`src/rtl/uart_rx.sv`:
```
// uart_rx: 16x-oversampled UART receiver with a 2-flop rx synchronizer.
// Optional even-parity bit and parity_err port when UART_RX_PARITY_EN is defined.
module uart_rx #(
    parameter int DBIT    = 8,
    parameter int SB_TICK = 16
) (
    input  logic            clk,
    input  logic            rst,
    input  logic            tick,
    input  logic            rx,
    output logic [DBIT-1:0] data,
    output logic            rx_done,
    output logic            frame_err
`ifdef UART_RX_PARITY_EN
    ,
    output logic            parity_err
`endif
);

    localparam int            NW      = (DBIT > 1) ? $clog2(DBIT) : 1;
    localparam logic [3:0]    SB_LAST = 4'(SB_TICK - 1);
    localparam logic [NW-1:0] N_LAST  = NW'(DBIT - 1);

    typedef enum logic [2:0] {
        IDLE,
        START,
        DATA,
`ifdef UART_RX_PARITY_EN
        PARITY,
`endif
        STOP
    } state_t;

    state_t          state, state_n;
    logic [3:0]      s, s_n;
    logic [NW-1:0]   n, n_n;
    logic [DBIT-1:0] b, b_n;
    logic [DBIT-1:0] data_n;
    logic            fe_n, done_n;
    logic            rx_q1, rx_s;
`ifdef UART_RX_PARITY_EN
    logic            p, p_n, pe_n;
`endif

    // Two-flop synchronizer; resets to the idle-high line level.
    always_ff @(posedge clk) begin
        if (!rst) begin
            rx_q1 <= 1'b1;
            rx_s  <= 1'b1;
        end else begin
            rx_q1 <= rx;
            rx_s  <= rx_q1;
        end
    end

    // State, counters, shift register and registered outputs.
    always_ff @(posedge clk) begin
        if (!rst) begin
            state     <= IDLE;
            s         <= '0;
            n         <= '0;
            b         <= '0;
            data      <= '0;
            rx_done   <= 1'b0;
            frame_err <= 1'b0;
`ifdef UART_RX_PARITY_EN
            p          <= 1'b0;
            parity_err <= 1'b0;
`endif
        end else begin
            state     <= state_n;
            s         <= s_n;
            n         <= n_n;
            b         <= b_n;
            data      <= data_n;
            rx_done   <= done_n;
            frame_err <= fe_n;
`ifdef UART_RX_PARITY_EN
            p          <= p_n;
            parity_err <= pe_n;
`endif
        end
    end

    // Next-state and datapath decode; rx_done is registered, so it rises one clk after the final stop tick.
    always_comb begin
        state_n = state;
        s_n     = s;
        n_n     = n;
        b_n     = b;
        data_n  = data;
        fe_n    = frame_err;
        done_n  = 1'b0;
`ifdef UART_RX_PARITY_EN
        p_n     = p;
        pe_n    = parity_err;
`endif
        case (state)
            IDLE: begin
                if (!rx_s) begin
                    state_n = START;
                    s_n     = '0;
                end
            end
            START: begin
                if (tick) begin
                    if (s == 4'd7) begin
                        if (!rx_s) begin
                            state_n = DATA;
                            s_n     = '0;
                            n_n     = '0;
                        end else begin
                            state_n = IDLE;
                        end
                    end else begin
                        s_n = s + 4'd1;
                    end
                end
            end
            DATA: begin
                if (tick) begin
                    if (s == 4'd15) begin
                        s_n = '0;
                        b_n = DBIT'({rx_s, b} >> 1);
                        if (n == N_LAST) begin
`ifdef UART_RX_PARITY_EN
                            state_n = PARITY;
`else
                            state_n = STOP;
`endif
                        end else begin
                            n_n = n + 1'b1;
                        end
                    end else begin
                        s_n = s + 4'd1;
                    end
                end
            end
`ifdef UART_RX_PARITY_EN
            PARITY: begin
                if (tick) begin
                    if (s == 4'd15) begin
                        s_n     = '0;
                        p_n     = rx_s;
                        state_n = STOP;
                    end else begin
                        s_n = s + 4'd1;
                    end
                end
            end
`endif
            STOP: begin
                if (tick) begin
                    if (s == SB_LAST) begin
                        state_n = IDLE;
                        data_n  = b;
                        fe_n    = ~rx_s;
                        done_n  = 1'b1;
`ifdef UART_RX_PARITY_EN
                        pe_n    = (^b) ^ p;
`endif
                    end else begin
                        s_n = s + 4'd1;
                    end
                end
            end
            default: state_n = IDLE;
        endcase
    end

endmodule
```
`config.mk`:
```
export PLATFORM = sky130hd
export DESIGN_NAME = uart_rx
export DESIGN_NICKNAME = d
export VERILOG_FILES = /design/src/rtl/uart_rx.sv
export SDC_FILE = /design/constraint.sdc
export NUM_CORES = 1
export LEC_CHECK = 0
export CORE_MARGIN = 2
export CORE_UTILIZATION = 55
export DETAILED_ROUTE_END_ITERATION = 10
export MAX_ROUTING_LAYER = met4
export PLACE_DENSITY_LB_ADDON = 0.1
export SLEW_MARGIN = 5
export SYNTH_ARGS = -nofsm -noshare
export SYNTH_HDL_FRONTEND = slang
export SYNTH_SLANG_ARGS = --single-unit
```
`constraint.sdc`:
```
create_clock -name clk -period 2.2 [get_ports clk]
set_input_delay 0.55 -clock clk [delete_from_list [all_inputs] [get_ports clk]]
set_output_delay 0.55 -clock clk [all_outputs]
set_load 0.05 [all_outputs]
```
Yosys cells after proc, flatten, opt, wreduce, memory -nomap -nowiden
Cells that the tools add are included.
{ "classes": {"n_addsub": 2, "eq_ne": 17, "n_mux": 26, "bitwise_logic": 1, "reduce_logical": 9} }
{ "ops": {"columns": ["op", "n"], "rows": [
  ["two-way mux 3 bit", 14],
  ["two-way mux 4 bit", 7],
  ["!= test 2 bit, second input constant", 11],
  ["one-hot mux 4 bit (4 select lines)", 1],
  ["one-hot mux 3 bit (4 select lines)", 1],
  ["AND reduction 3 bit", 3],
  ["AND reduction 8 bit", 1],
  ["AND reduction 7 bit", 1],
  ["equality test 3 x 2 -> 1 bit, second input constant", 2],
  ["one-hot mux 3 bit (2 select lines)", 1],
  ["AND reduction 5 bit", 1],
  ["adder 4 x 1 -> 4 bit, second input constant", 1],
  ["equality test 4 x 3 -> 1 bit, second input constant", 1],
  ["equality test 4 bit, second input constant", 1],
  ["nonzero test 4 bit", 1],
  ["adder 3 x 1 -> 3 bit, second input constant", 1],
  ["equality test 3 x 1 -> 1 bit, second input constant", 1],
  ["equality test 3 bit, second input constant", 1],
  ["logical NOT 3 bit", 1],
  ["two-way mux 2 bit", 1],
  ["nonzero test 2 bit", 1],
  ["two-way mux 1 bit", 1],
  ["NOT 1 bit", 1]
]} }
{ "totals": {"reg_bits": 30, "input_bits": 4, "out_inout_bits": 10, "wordCells": 64} }

Longest topological paths before layout
{ "logic_depth": {"word_depth": 5, "depth_mapped": 7, "mapped_depth_nobuf": 6} }

Worst setup path after synthesis
Ideal clock, no wire load.
{ "synth_timing": {"path_type": "reg-to-reg", "from": "register state[0]", "to": "register state[1]", "setup_time_ns": 0.117, "t_arrival_ns": 1.862, "required_time_ns": 2.083, "path_slack_ns": 0.220, "stages_incl_launch_ff": 8, "n_path_buf": 1, "synth_period_minus_slack_ns": 1.980, "path_cell_list": "dfxtp_1 -> inv_1 -> ha_1 -> buf_6 -> nor3_4 -> o22ai_1 -> or4_1 -> a32o_1"} }
{ "synth_via": {"elab_chain_cells": 3, "elab_cells_between_ends": 14, "classes_between": "11 x eq/ne; 1 x mux; 2 x reduce/logical"} }
{ "synth_rtl": {"columns": ["element", "line_no", "source"], "rows": [
  ["from (decl)", "34", "state_t state, state_n;"],
  ["from (signal assigned)", "71", "state <= state_n;"],
  ["equality test 3 x 2 -> 1 bit (tied with other cells)", "98", "case (state)"],
  ["!= test 2 bit (no line)", null, null],
  ["AND reduction 8 bit (no line)", null, null]
]} }
Parallel ways exist; a longest one is shown, timed or not.
A chain may end at the register's enable or synchronous reset.

Worst setup path in the final report
Same ends and word-level chain as after synthesis.

==> metrics.txt <==
starting density of the core around 56%; Reg clk slew, reported paths roughly 0.10 ns; clock skew approximately 0.0095 ns; most common cell after layout, fill and taps aside dfxtp_1; Remaining DRCs 0; status complete, no violations; final hold violation count 0; Die Y roughly 54 um; Tot Pwr 1.098 mW; final number of setup-violating endpoints 0; max_cap viols 0; nets around 180; pin count of the biggest net entering global routing 12; clk_lat worst skew 0.32 ns; Yosys top cell by area dfxtp_1; DP HPWL about 1.8 mm; via count around 1.1k; Max IR drop VDD 0.4820 mV; switching fraction of total power around 30%; GPL Wtd Cong 0.8681; library cells used by synthesis 33; worst hold slack about 0.41 ns; CTS Sinks 29; critical path fanouts, max 9; die area slightly below 3000 um^2; #FFs+latches synth 29; CTS Root Cell clkbuf_4; DP Area between 1500 and 2000 um^2; post-route ant nets 0; Comb pwr share 22.2%; WL/cell 12.45 um; syn_area_per_cell just over 9 um^2; Sum Neg Setup Slack 0 ns; max incr delay on CP ~0.51 ns; Seq pwr share between 50% and 60%; ANT cells 0; Pre-antenna DRT Iters 4; RSZ-0062 raised after global routing no; Mapped Area about 1400 um^2; row count 18; NetSw 0.3318 mW; Fmax about 480 MHz; Yosys top cell area share between 40 and 50%; CP max-delay cell or4_1; Worst Max-Slew Pin Slew about 0.49 ns; Crit path arrival time between 2 and 2.5 ns; commonest non-fill, non-tap cells in the layout 29 x dfxtp_1, 23 x nor2_1, 18 x mux2i_1, 14 x nand2_1, 13 x clkdlybuf4s50_1; CP Capture Type flop; Area contributors post-synth dfxtp_1 43%, mux2i_1 13%, ha_1 8.3%, nor2_1 6.4%, nand2_1 3.9%; minimum clock period ~2.1 ns; post-synthesis sequential area ratio between 40% and 50%; total CTS buffers 5; standard cell core area about 2400 um^2; IO Pins 14; clock power share roughly 28%; Post-Route WL 2.478 mm; Lkg Pwr 0.7420 nW; layout cells sized above 1 around a tenth; vias in the first global route around 1.0k; Relative slew margins 66.93%; area delta synth->final 18.53%; Int Power approximately 0.77 mW; initial DRC count 23; cts hold-fix bufs 0; crit path kind reg -> reg; CP Cell Sequence inv_1 > ha_1 > nor3_4 > o22ai_1 > or4_1 > a32o_1; Data required, critical path 2.42 ns; initial antenna violation count 0; post-synth net total 161; gr usage total between 20% and 30%; fill count just over 200; CP Launch Type flop; power density over cell area about 700 nW/um^2; post-route design area roughly 1600 um^2; synthesized instance count approximately 150; number of port buffers 13; fin crit share between 90% and 100%; GRT Residual Overflow 0; Vias/cell between 5 and 6; Hold Path Class reg -> reg; CTS tree built; Yosys warning count 0; Post-CTS Setup Bufs 0; first-pass GRT wire length between 4 and 5 mm; clk buf depth 2; H-tree lvl count 2; fin. max-slew vios 0; Die W about 54 um
==> per-stage QoR <==
stage	util (%)	setup slack (ns)	cells
final	66.77	0.1119	199
after global routing	66.77	0.005756	199
after CTS	66.51	0.1197	199
after detailed placement	64.38	0.1468	191
after global placement	64.38	0.2072	191
after floorplan	-	0.2202	148
==> layer usage <==
| layer | vias up | GRT usage (%) | share of wire [%] |
|---|---|---|---|
| met5 | - | - | 0 |
| met4 | 0 | 11.97 | 2.2 |
| met3 | 7 | 5.000 | 3.1 |
| met2 | 19 | 33.54 | 47 |
| met1 | 499 | 25.04 | 48 |
| li1 | 557 | - | - |
==> path summary, 6_finish.rpt <==
check / from / endpoint / slack (ns) / cells past startpoint
setup / recovery: state[0] / state[1] / 0.11 / 6
hold reg to reg: rx_q1 / rx_s / 0.41 / 1
setup reg to reg: state[0] / state[1] / 0.11 / 6
hold / removal: rx_q1 / rx_s / 0.41 / 1
==> timing repair <==
action | in CTS | in global routing
setup endpoints to repair | 0 | 1
endpoints found under the hold margin | 0 | 0
gates resized for setup | 0 | 1
==> cell usage after synthesis (all sizes together) <==
cell type and count:
ha 9, or3 3, nand2b 2, buf 3, nand3b 1, o2111ai 1
o2bb2ai 2, or4 2, a21oi 4, clkbuf 4, o21ai 6, or2 1
mux2i 18, o22ai 1, xnor2 1, a32o 1, nor3 4, dfxtp 29
nand2 14, a22o 1, o221ai 1, nor4b 2, and3 1, inv 6
nand3 4, nand4 1, o21a 1, o41ai 1, nor2 23, nor3b 1
==> sequential cells by signal (all words and copies together), names as in the netlist <==
name,count
rx_done,1
s,4
data,8
b,8
rx_q1,1
rx_s,1
n,3
state,2
frame_err,1
==> cell families (layout without fill, tap and decap cells) <==
group / Yosys count / in the layout / synth area share [%]
simple gates: 59 / 59 / 21.20
xor+xnor: 1 / 1 / 0.6453
flops: 29 / 29 / 42.77
buf+inv: 13 / 34 / 4.515
fa+ha+maj: 9 / 9 / 8.295
compound gates: 19 / 19 / 9.310
mux: 18 / 18 / 13.27
==> area by class of cell <==
type | instances | area (um^2) | share of cell area [%]
multi-input cells | 106 | 721.9 | 44.87
flip-flops and latches | 29 | 580.6 | 36.08
repair buffers | 20 | 195.2 | 12.13
clock buffers | 6 | 41.29 | 2.566
well taps | 30 | 37.54 | 2.333
inverters | 6 | 22.52 | 1.400
clock inverters | 2 | 10.01 | 0.6221
==> critical path, delay by kind of cell, from the launching register on <==
family	cells	cell delay (ns)
compound gates	2	0.39
buf+inv	1	0.12
fa+ha+maj	1	0.33
simple gates	2	0.72
flops	1	0.42
==> power by group through the flow <==
stage | Clock [mW] | Combinational (mW) | Sequential (mW)
after floorplan | 0 | 0.179 | 0.561
after global placement | 0 | 0.235 | 0.562
after detailed placement | 0 | 0.236 | 0.565
after CTS | 0.317 | 0.239 | 0.552
after global routing | 0.335 | 0.276 | 0.555
final | 0.302 | 0.244 | 0.552
(Power assumes the default switching activity.)
